[src/rtl/spi_slave_to_wb_master_if.sv]
// Wishbone pipelined 8-bit bus between the SPI frame decoder (master) and a register slave.
interface spi_slave_to_wb_master_if;
    localparam int unsigned DW = 8;
    localparam int unsigned AW = 8;

    logic [AW-1:0] m_wb_addr;
    logic [DW-1:0] m_wb_dat_m2s;
    logic [DW-1:0] m_wb_dat_s2m;
    logic          m_wb_we;
    logic          m_wb_sel;
    logic          m_wb_stb;
    logic          m_wb_cyc;
    logic          m_wb_ack;
    logic          m_wb_stall;

    modport master (
        output m_wb_addr, m_wb_dat_m2s, m_wb_we, m_wb_sel, m_wb_stb, m_wb_cyc,
        input  m_wb_dat_s2m, m_wb_ack, m_wb_stall
    );

    modport slave (
        input  m_wb_addr, m_wb_dat_m2s, m_wb_we, m_wb_sel, m_wb_stb, m_wb_cyc,
        output m_wb_dat_s2m, m_wb_ack, m_wb_stall
    );
endinterface

[src/rtl/spi_slave_to_wb_master.sv]
// SPI mode-0 slave oversampled in the clk domain; decodes CMD/ADDR/data frames into
// single-outstanding Wishbone pipelined cycles on the internal 8-bit register space.
module spi_slave_to_wb_master #(
    parameter int unsigned SYNC_STAGES  = 2,
    parameter logic [7:0]  RD_FAIL_BYTE = 8'hFF
) (
    input  logic clk,
    input  logic aresetn,
    input  logic sck,
    input  logic ss,
    input  logic mosi,
    output logic miso,
    spi_slave_to_wb_master_if.master wb
);
    localparam int unsigned DW = 8;
    localparam int unsigned BW = 3;

    typedef enum logic [2:0] {F_IDLE, F_CMD, F_ADDR, F_WDATA, F_TURN, F_RDATA, F_RDONE} frame_st_e;
    typedef enum logic [1:0] {W_IDLE, W_REQ, W_WAIT} wb_st_e;

    logic [SYNC_STAGES-1:0] sck_sync, ss_sync, mosi_sync;
    logic sck_s, ss_s, mosi_s, sck_d, ss_d;
    logic sck_rise_c, sck_fall_c, ss_rise_c, ss_fall_c;

    frame_st_e frame_st, frame_nxt;
    wb_st_e    wb_st, wb_nxt;

    logic [BW-1:0] bit_cnt;
    logic [DW-2:0] rx_shift;
    logic [DW-1:0] rx_byte_c, tx_shift, tx_byte_c, ptr, req_addr_c, rd_data;
    logic          wr_mode, byte_done_c, wb_idle_c, wb_req_c, req_we_c;
    logic          rd_owned, rd_valid, ack_take_c, cyc_nxt, stb_nxt;

    assign sck_s  = sck_sync[SYNC_STAGES-1];
    assign ss_s   = ss_sync[SYNC_STAGES-1];
    assign mosi_s = mosi_sync[SYNC_STAGES-1];

    assign sck_rise_c  = sck_s & ~sck_d;
    assign sck_fall_c  = ~sck_s & sck_d;
    assign ss_rise_c   = ss_s & ~ss_d;
    assign ss_fall_c   = ~ss_s & ss_d;
    assign rx_byte_c   = {rx_shift, mosi_s};
    assign byte_done_c = sck_rise_c & ~ss_s & (bit_cnt == BW'(7)) & (frame_st != F_IDLE);
    assign wb_idle_c   = (wb_st == W_IDLE);
    assign tx_byte_c   = (frame_st == F_RDATA) ? (rd_valid ? rd_data : RD_FAIL_BYTE) : DW'(0);
    assign miso        = tx_shift[DW-1];

    // Pin synchronisers and edge history
    always_ff @(posedge clk or negedge aresetn) begin
        if (!aresetn) begin
            sck_sync  <= '0;
            ss_sync   <= '1;
            mosi_sync <= '0;
            sck_d     <= 1'b0;
            ss_d      <= 1'b1;
        end else begin
            sck_sync  <= {sck_sync[SYNC_STAGES-2:0], sck};
            ss_sync   <= {ss_sync[SYNC_STAGES-2:0], ss};
            mosi_sync <= {mosi_sync[SYNC_STAGES-2:0], mosi};
            sck_d     <= sck_s;
            ss_d      <= ss_s;
        end
    end

    // Frame state register
    always_ff @(posedge clk or negedge aresetn) begin
        if (!aresetn) begin
            frame_st <= F_IDLE;
        end else begin
            frame_st <= frame_nxt;
        end
    end

    // Frame sequencing; a rising ss always wins over a coincident byte completion
    always_comb begin
        frame_nxt  = frame_st;
        wb_req_c   = 1'b0;
        req_we_c   = 1'b0;
        req_addr_c = ptr;
        if (ss_rise_c) begin
            frame_nxt = F_IDLE;
        end else if (ss_fall_c) begin
            frame_nxt = F_CMD;
        end else if (byte_done_c) begin
            case (frame_st)
                F_CMD:   frame_nxt = F_ADDR;
                F_ADDR: begin
                    if (wr_mode) begin
                        frame_nxt = F_WDATA;
                    end else begin
                        frame_nxt  = F_TURN;
                        wb_req_c   = wb_idle_c;
                        req_addr_c = rx_byte_c;
                    end
                end
                F_WDATA: begin
                    wb_req_c = wb_idle_c;
                    req_we_c = 1'b1;
                end
                F_TURN:  frame_nxt = F_RDATA;
                F_RDATA: frame_nxt = F_RDONE;
                default: ;
            endcase
        end
    end

    // Shift registers, bit counter, command mode and address pointer
    always_ff @(posedge clk or negedge aresetn) begin
        if (!aresetn) begin
            bit_cnt  <= '0;
            rx_shift <= '0;
            tx_shift <= '0;
            wr_mode  <= 1'b0;
            ptr      <= '0;
        end else begin
            if (ss_s || ss_fall_c) begin
                bit_cnt  <= '0;
                tx_shift <= '0;
            end else begin
                if (sck_rise_c && frame_st != F_IDLE) begin
                    bit_cnt  <= bit_cnt + BW'(1);
                    rx_shift <= rx_byte_c[DW-2:0];
                end
                if (sck_fall_c) begin
                    tx_shift <= (bit_cnt == '0) ? tx_byte_c : {tx_shift[DW-2:0], 1'b0};
                end
            end
            if (byte_done_c && !ss_fall_c) begin
                case (frame_st)
                    F_CMD:   wr_mode <= rx_byte_c[0];
                    F_ADDR:  ptr     <= rx_byte_c;
                    F_WDATA: if (wb_idle_c) ptr <= ptr + DW'(1);
                    default: ;
                endcase
            end
        end
    end

    // Wishbone cycle sequencing
    always_comb begin
        wb_nxt     = wb_st;
        cyc_nxt    = wb.m_wb_cyc;
        stb_nxt    = wb.m_wb_stb;
        ack_take_c = 1'b0;
        case (wb_st)
            W_IDLE: begin
                if (wb_req_c) begin
                    wb_nxt  = W_REQ;
                    cyc_nxt = 1'b1;
                    stb_nxt = 1'b1;
                end
            end
            W_REQ: begin
                if (!wb.m_wb_stall) begin
                    stb_nxt = 1'b0;
                    if (wb.m_wb_ack) begin
                        wb_nxt     = W_IDLE;
                        cyc_nxt    = 1'b0;
                        ack_take_c = 1'b1;
                    end else begin
                        wb_nxt = W_WAIT;
                    end
                end
            end
            W_WAIT: begin
                if (wb.m_wb_ack) begin
                    wb_nxt     = W_IDLE;
                    cyc_nxt    = 1'b0;
                    ack_take_c = 1'b1;
                end
            end
            default: begin
                wb_nxt  = W_IDLE;
                cyc_nxt = 1'b0;
                stb_nxt = 1'b0;
            end
        endcase
    end

    // Wishbone registers; read data is kept only for the read owned by the current frame
    always_ff @(posedge clk or negedge aresetn) begin
        if (!aresetn) begin
            wb_st           <= W_IDLE;
            wb.m_wb_cyc     <= 1'b0;
            wb.m_wb_stb     <= 1'b0;
            wb.m_wb_addr    <= '0;
            wb.m_wb_dat_m2s <= '0;
            wb.m_wb_we      <= 1'b0;
            wb.m_wb_sel     <= 1'b1;
            rd_owned        <= 1'b0;
            rd_valid        <= 1'b0;
            rd_data         <= '0;
        end else begin
            wb_st       <= wb_nxt;
            wb.m_wb_cyc <= cyc_nxt;
            wb.m_wb_stb <= stb_nxt;
            wb.m_wb_sel <= 1'b1;
            if (wb_req_c) begin
                wb.m_wb_addr    <= req_addr_c;
                wb.m_wb_dat_m2s <= req_we_c ? rx_byte_c : DW'(0);
                wb.m_wb_we      <= req_we_c;
            end
            if (ss_fall_c || ss_rise_c) begin
                rd_owned <= 1'b0;
                rd_valid <= 1'b0;
            end else begin
                if (wb_req_c && !req_we_c) begin
                    rd_owned <= 1'b1;
                end
                if (ack_take_c && !wb.m_wb_we && rd_owned) begin
                    rd_valid <= 1'b1;
                    rd_data  <= wb.m_wb_dat_s2m;
                end
            end
        end
    end
endmodule

[src/flat_wrapper.sv]
// flat-port wrapper written by rule: the top's interface ports become plain ports
module spi_slave_to_wb_master_flat 
#(
    parameter int unsigned SYNC_STAGES  = 2,
    parameter logic [7:0]  RD_FAIL_BYTE = 8'hFF
)
  (clk, aresetn, sck, ss, mosi, miso, wb_m_wb_addr, wb_m_wb_dat_m2s, wb_m_wb_we, wb_m_wb_sel, wb_m_wb_stb, wb_m_wb_cyc, wb_m_wb_dat_s2m, wb_m_wb_ack, wb_m_wb_stall);
  spi_slave_to_wb_master_if wb_i ();
  input  logic clk;
  input  logic aresetn;
  input  logic sck;
  input  logic ss;
  input  logic mosi;
  output logic miso;
  output wire logic [$bits(wb_i.m_wb_addr)-1:0] wb_m_wb_addr;
  output wire logic [$bits(wb_i.m_wb_dat_m2s)-1:0] wb_m_wb_dat_m2s;
  output wire logic [$bits(wb_i.m_wb_we)-1:0] wb_m_wb_we;
  output wire logic [$bits(wb_i.m_wb_sel)-1:0] wb_m_wb_sel;
  output wire logic [$bits(wb_i.m_wb_stb)-1:0] wb_m_wb_stb;
  output wire logic [$bits(wb_i.m_wb_cyc)-1:0] wb_m_wb_cyc;
  input wire logic [$bits(wb_i.m_wb_dat_s2m)-1:0] wb_m_wb_dat_s2m;
  input wire logic [$bits(wb_i.m_wb_ack)-1:0] wb_m_wb_ack;
  input wire logic [$bits(wb_i.m_wb_stall)-1:0] wb_m_wb_stall;
  assign wb_m_wb_addr = wb_i.m_wb_addr;
  assign wb_m_wb_dat_m2s = wb_i.m_wb_dat_m2s;
  assign wb_m_wb_we = wb_i.m_wb_we;
  assign wb_m_wb_sel = wb_i.m_wb_sel;
  assign wb_m_wb_stb = wb_i.m_wb_stb;
  assign wb_m_wb_cyc = wb_i.m_wb_cyc;
  assign wb_i.m_wb_dat_s2m = wb_m_wb_dat_s2m;
  assign wb_i.m_wb_ack = wb_m_wb_ack;
  assign wb_i.m_wb_stall = wb_m_wb_stall;
  spi_slave_to_wb_master #(.SYNC_STAGES(SYNC_STAGES), .RD_FAIL_BYTE(RD_FAIL_BYTE)) u_core (.clk(clk), .aresetn(aresetn), .sck(sck), .ss(ss), .mosi(mosi), .miso(miso), .wb(wb_i));
endmodule
[config.mk]
export PLATFORM = sky130hd
export DESIGN_NAME = spi_slave_to_wb_master_flat
export DESIGN_NICKNAME = d
export VERILOG_FILES = /design/src/rtl/spi_slave_to_wb_master_if.sv /design/src/rtl/spi_slave_to_wb_master.sv /design/src/flat_wrapper.sv
export SDC_FILE = /design/constraint.sdc
export NUM_CORES = 1
export LEC_CHECK = 0
export CAP_MARGIN = 20
export CORE_MARGIN = 3
export CORE_UTILIZATION = 40
export CTS_CLUSTER_SIZE = 40
export DETAILED_ROUTE_END_ITERATION = 12
export GPL_TIMING_DRIVEN = 0
export PLACE_DENSITY = 0.61
export SLEW_MARGIN = 20
export SYNTH_ARGS = -nofsm -noshare
export SYNTH_HDL_FRONTEND = slang
export SYNTH_SLANG_ARGS = --single-unit
[constraint.sdc]
create_clock -name clk -period 2.36 [get_ports clk]
set_input_delay 0.472 -clock clk [delete_from_list [all_inputs] [get_ports clk]]
set_output_delay 0.472 -clock clk [all_outputs]
set_load 0.01 [all_outputs]
# Yosys cells after proc, flatten, opt, wreduce, memory -nomap -nowiden
# Cells that the tools add are included.
# word_totals
ff_bits	69
wordCells	123
out_inout_bits	21
input_bits	15
# classes
eq_ne	12
n_addsub	2
reduce_logical	28
mux	47
bitwise	14
# ops
op	n
8-bit 2-to-1 mux	12
1-bit 2-to-1 mux	18
3-bit 2-to-1 mux	6
8-bit case mux with 2 select lines	1
3-bit case mux with 4 select lines	1
2-bit AND reduction	5
2-bit nonzero test	5
3-bit equality test (second input constant)	3
3-bit AND reduction	3
8-bit by 1-bit adder with 8-bit output (second input constant)	1
2-bit 2-to-1 mux	4
1-bit AND	7
1-bit NOT	7
3-bit by 2-bit equality test with 1-bit output (second input constant)	2
2-bit inequality test (second input constant)	3
1-bit case mux with 3 select lines	2
2-bit case mux with 3 select lines	1
3-bit nonzero test	2
6-bit nonzero test	1
1-bit logical AND	5
1-bit case mux with 2 select lines	2
3-bit by 1-bit adder with 3-bit output (second input constant)	1
3-bit by 1-bit equality test with 1-bit output (second input constant)	1
1-bit zero test	3
other kinds (6)	7

# Logic depth before layout (Yosys ltp)
# Gate-level depths: netlist of run 1.
# depth
depth_word	12
mapped_depth	8
depth_no_buf	7

# Worst setup path before layout of run 1
# OpenSTA, ideal clock, no wires.
# synth_timing
path_kind	reg-to-reg
from	reg u_core.ss_sync[1]
to	reg u_core.wb.m_wb_we
setup_slack_ns	0.339
period_less_slack_ns	2.021
required_time_ns	2.232
stages_incl_launch_ff	8
t_arrival_ns	1.893
setup_time_ns	0.128
n_path_buf	1
cell_sequence	dfstp_2 -> inv_1 -> ha_1 -> nor2_1 -> nand4_1 -> nor2_1 -> buf_2 -> mux2_1
# synth_via
elab_chain_len	7
elab_cells_between_ends	12
cone_classes	6 x mux; 6 x bitwise
# synth_rtl
item	line_no	text
start, declared	spi_slave_to_wb_master.sv:21	logic [SYNC_STAGES-1:0] sck_sync, ss_sync, mosi_sync;
start signal, assigned	spi_slave_to_wb_master.sv:58	ss_sync <= {ss_sync[SYNC_STAGES-2:0], ss};
1-bit NOT	spi_slave_to_wb_master.sv:41, spi_slave_to_wb_master.sv:43	
1-bit AND (3 in series)	spi_slave_to_wb_master.sv:43	assign byte_done_c = sck_rise_c & ~ss_s & (bit_cnt == BW'(7)) & (frame_st != F_IDLE);
1-bit 2-to-1 mux	spi_slave_to_wb_master.sv:84	end else if (byte_done_c) begin
1-bit 2-to-1 mux	spi_slave_to_wb_master.sv:82	end else if (ss_fall_c) begin
1-bit 2-to-1 mux	spi_slave_to_wb_master.sv:80	if (ss_rise_c) begin
end signal, assigned	spi_slave_to_wb_master.sv:201	wb.m_wb_we <= req_we_c;
end, declared	spi_slave_to_wb_master_if.sv:17	output m_wb_addr, m_wb_dat_m2s, m_wb_we, m_wb_sel, m_wb_stb, m_wb_cyc,
# Parallel ways exist; a longest one is shown, timed or not.
# A chain may end at the register's enable or synchronous reset.

# Worst setup path in the final report of run 1
# Same ends and word-level chain as after synthesis.

==> summary.txt, run 1 <==
Outcome
  – Run status: finished, final reports clean

Pwr
  – Pwr Density: 573 nW/um^2
  – Worst VDD drop: about 0.41 mV
  – P_leak: approximately 1.8 nW

STA
  – Final Hold Viols: 0
  – # setup viols final: 0
  – Slew @ Worst Pin: about 0.73 ns
  – Final setup margin: between 0.1 and 0.15 ns
  – Post-route setup TNS: 0 ns
  – RSZ-0062 raised after global routing: true
  – Max Slew Vio Count: 0
  – Fmax: about 450 MHz
  – Final min period: roughly 2.2 ns
  – Max_slew headroom: 0.512
  – Worst Skew: 0.0154 ns
  – Fin crit share: 0.948

Floorplan
  – Die H: around 97 um
  – Placeable Area: about 7800 sq um
  – Die area: 9360 sq um
  – Die X: 96.8 um
  – Initial Util: 0.420
  – Rows: 32
  – IO Pins: 36

Clock tree
  – H-Tree Level Count: 3
  – CTS Buf Count: 9
  – CTS max path bufs: 2
  – Root Driver: clkbuf_8
  – Clock latency on the worst-skew pair: 0.34 ns
  – Clock-pin slew on the worst setup and hold paths: about 0.08 ns
  – CTS Hold Bufs: 0
  – Postcts setup bufs: 0
  – CTS tree: built
  – CTS sink cnt: a little under 70

Critical path
  – Critical R2R Launch: u_core.ss_sync[1]
  – Worst setup SP type: flip-flop
  – CP Class: reg2reg
  – CP Capture Type: flip-flop
  – RR Endpoint: u_core.wb.m_wb_we
  – Crit path required time: ~2.6 ns
  – Arrival time worst endpoint: between 2 and 2.5 ns
  – Crit Path Max Fanout: 10
  – FF-to-FF path depth: 7
  – Reg2reg setup slack: 0.12 ns

Placed design
  – DP Area: around 3800 sq um
  – Post-DP HPWL: between 4000 and 5000 um
  – DP Worst Slack: -0.00520 ns
  – Port Buffer Count: 34
  – Routability cong.: a little over 0.8

Global route
  – Vias in the first global route: 2411
  – Overflow after GRT: 0
  – Initial antenna violation count: 0
  – Wire length of the first global-routing pass: ~12000 um
  – Largest net degree at the start of global routing: 49
  – Total track usage: 0.152

Yosys
  – Post-synth ARST share: 1.00
  – Syn nets: between 300 and 400
  – Area share of the largest cell type after synthesis: 0.501
  – Synthesized area: 3300 sq um
  – Synth Instances: around 320
  – Sequential area share after synthesis: 0.525
  – FF+latch count, synth: 69
  – Count leader, synth: dfrtp_1
  – Synth cell types: approximately 50
  – Synth area leader: dfrtp_1
  – Syn Area/Cell: around 10 sq um
  – Synth warn: 0
  – Prevailing post-synth register cell: dfrtp_1
  – Top post-synthesis cells by count: dfrtp_1, a21oi_1, nand2_1
  – Area contributors post-synth: dfrtp_1, mux2_2, a21oi_1
  – Post-synth EDFFs: 0

Cells and area
  – Layout area overhead: 20.6%
  – Ant. Diodes: 0
  – Final std cell area, no fill: ~4000 sq um
  – Multi-input gate area: approximately 1400 sq um
  – Register Area: about 1700 sq um
  – Filler cells: 765
  – Share of cells above drive strength 1: 0.161
  – Nets: 387

Drt
  – Vias: between 2000 and 2500
  – Remaining DRCs: 0
  – WL/cell: around 14 um
  – ANT nets after route: 0
  – Routed wire length: ~6700 um
  – Violation count after the first detailed-routing iteration: around 120
  – First-pass detailed-route iteration total: 4
  – Vias per cell: 5.24

Run
  – Maxcap violations: 0

Worst hold path
  – Hold crit path type: in2async
[sequential cells by signal, summed over array words and instances (netlist names)]
register                flops
u_core.rd_owned             1
u_core.sck_sync             2
u_core.rd_valid             1
u_core.wb.m_wb_addr         8
u_core.tx_shift             8
u_core.frame_st             3
u_core.ss_d                 1
u_core.wb_st                2
u_core.wb.m_wb_cyc          1
u_core.ptr                  8
u_core.wb.m_wb_dat_m2s      8
u_core.wb.m_wb_we           1
u_core.rd_data              8
u_core.rx_shift             7
u_core.bit_cnt              3
u_core.wb.m_wb_stb          1
u_core.ss_sync              2
u_core.mosi_sync            2
u_core.wr_mode              1
u_core.sck_d                1
[what timing repair did]
action	4_1_cts	5_1_grt
endpoints found under the setup margin	1	11
gates resized for setup	1	4
endpoints found under the hold margin	0	0
[logic make-up after synthesis]
family          count (synthesis)  share of synthesized area
buf+inv                        30                     0.0429
mux                            29                     0.0949
simple gates                   93                      0.151
compound gates                 81                      0.140
other cells                     1                    0.00114
xor+xnor                        1                    0.00266
fa+ha+maj                      11                     0.0418
flops                          69                      0.525
[power by group]
| group | switching [W] | internal, W | total, W |
|---|---|---|---|
| Combinational | 0.0000870 | 0.0000745 | 0.000161 |
| Sequential | 0.0000299 | 0.00121 | 0.00124 |
| Clock | 0.000438 | 0.000434 | 0.000872 |
[cell type report]
cell class | instances | share of cell area
sequential | 69 | 0.435
multi-input combinational | 216 | 0.359
timing repair buffer | 35 | 0.0919
clock buffer | 12 | 0.0390
tap | 102 | 0.0321
buffer | 12 | 0.0195
inverter | 18 | 0.0170
clock inverter | 4 | 0.00567
[metrics by stage]
stage	std cells	total power [W]	hold slack [ns]	util
floorplan	315	0.00135	0.176	-
global placement	451	0.00142	0.333	0.480
detailed placement	452	0.00143	0.336	0.483
CTS	468	0.00231	0.0180	0.506
global route	468	0.00239	0.0319	0.507
finish	468	0.00228	0.0184	0.507
[critical path, stage by stage, from the launching register on]
cell and delay, ns:
dfstp_2 0.55, inv_1 0.06, ha_1 0.28, nor2_2 0.24, nand4_1 0.24, nor2_2 0.17
clkbuf_4 0.25, mux2_1 0.33
[per-layer routing]
metal	share of wire	wire length, um	GRT usage
met4	0.014	95	0.0486
met3	0.039	260	0.0360
met2	0.45	3020	0.229
met1	0.49	3300	0.216
met5	0	0	0
[how the worst max path moves through the flow]
stage,from,endpoint,cells after the start
final,u_core.ss_sync[1],u_core.wb.m_wb_we,7
after global routing,u_core.ss_sync[1],u_core.wb.m_wb_we,7
after CTS,u_core.ss_sync[1],u_core.wb.m_wb_we,7
after detailed placement,u_core.ss_sync[1],u_core.wb.m_wb_we,7
after global placement,aresetn,u_core.wb.m_wb_addr[2],1
after floorplan,u_core.ss_sync[1],u_core.wb.m_wb_we,7
[placed cells by master (no fill, tap or decap), types with 3 or more instances in the layout]
cell type,n
dfrtp_1,66
a21oi_1,33
clkdlybuf4s50_1,33
nand2_1,28
o21ai_0,26
inv_1,18
mux2_2,17
nor2_1,17
nand3_1,14
mux2i_1,11
ha_1,11
clkbuf_8,11
a21o_1,8
nand2b_1,4
buf_2,4
nor3_1,4
nor2b_1,4
and2_1,4
clkbuf_1,3
buf_4,3
clkinv_2,3
dfstp_2,3
(Power assumes the default switching activity.)
==> run 2: changes to the inputs <==
==> constraint.sdc (replaced) <==
create_clock -name clk -period 2.36 [get_ports clk]
set_input_delay 0.708 -clock clk [delete_from_list [all_inputs] [get_ports clk]]
set_output_delay 0.708 -clock clk [all_outputs]
set_load 0.01 [all_outputs]
==> results of run 2 <==
The final DEF is identical to that of run 1. Status: finished, final reports clean.
Among the figures that moved: hold slack 0.0184 ns -> 0.254 ns
==> run 3: changes to the inputs <==
CTS_CLUSTER_SIZE = 24   (was 40)
==> results of run 3 <==
The final DEF is identical to that of run 1. Status: finished, final reports clean.
Among the figures that moved: hold slack 0.0184 ns -> 0.254 ns
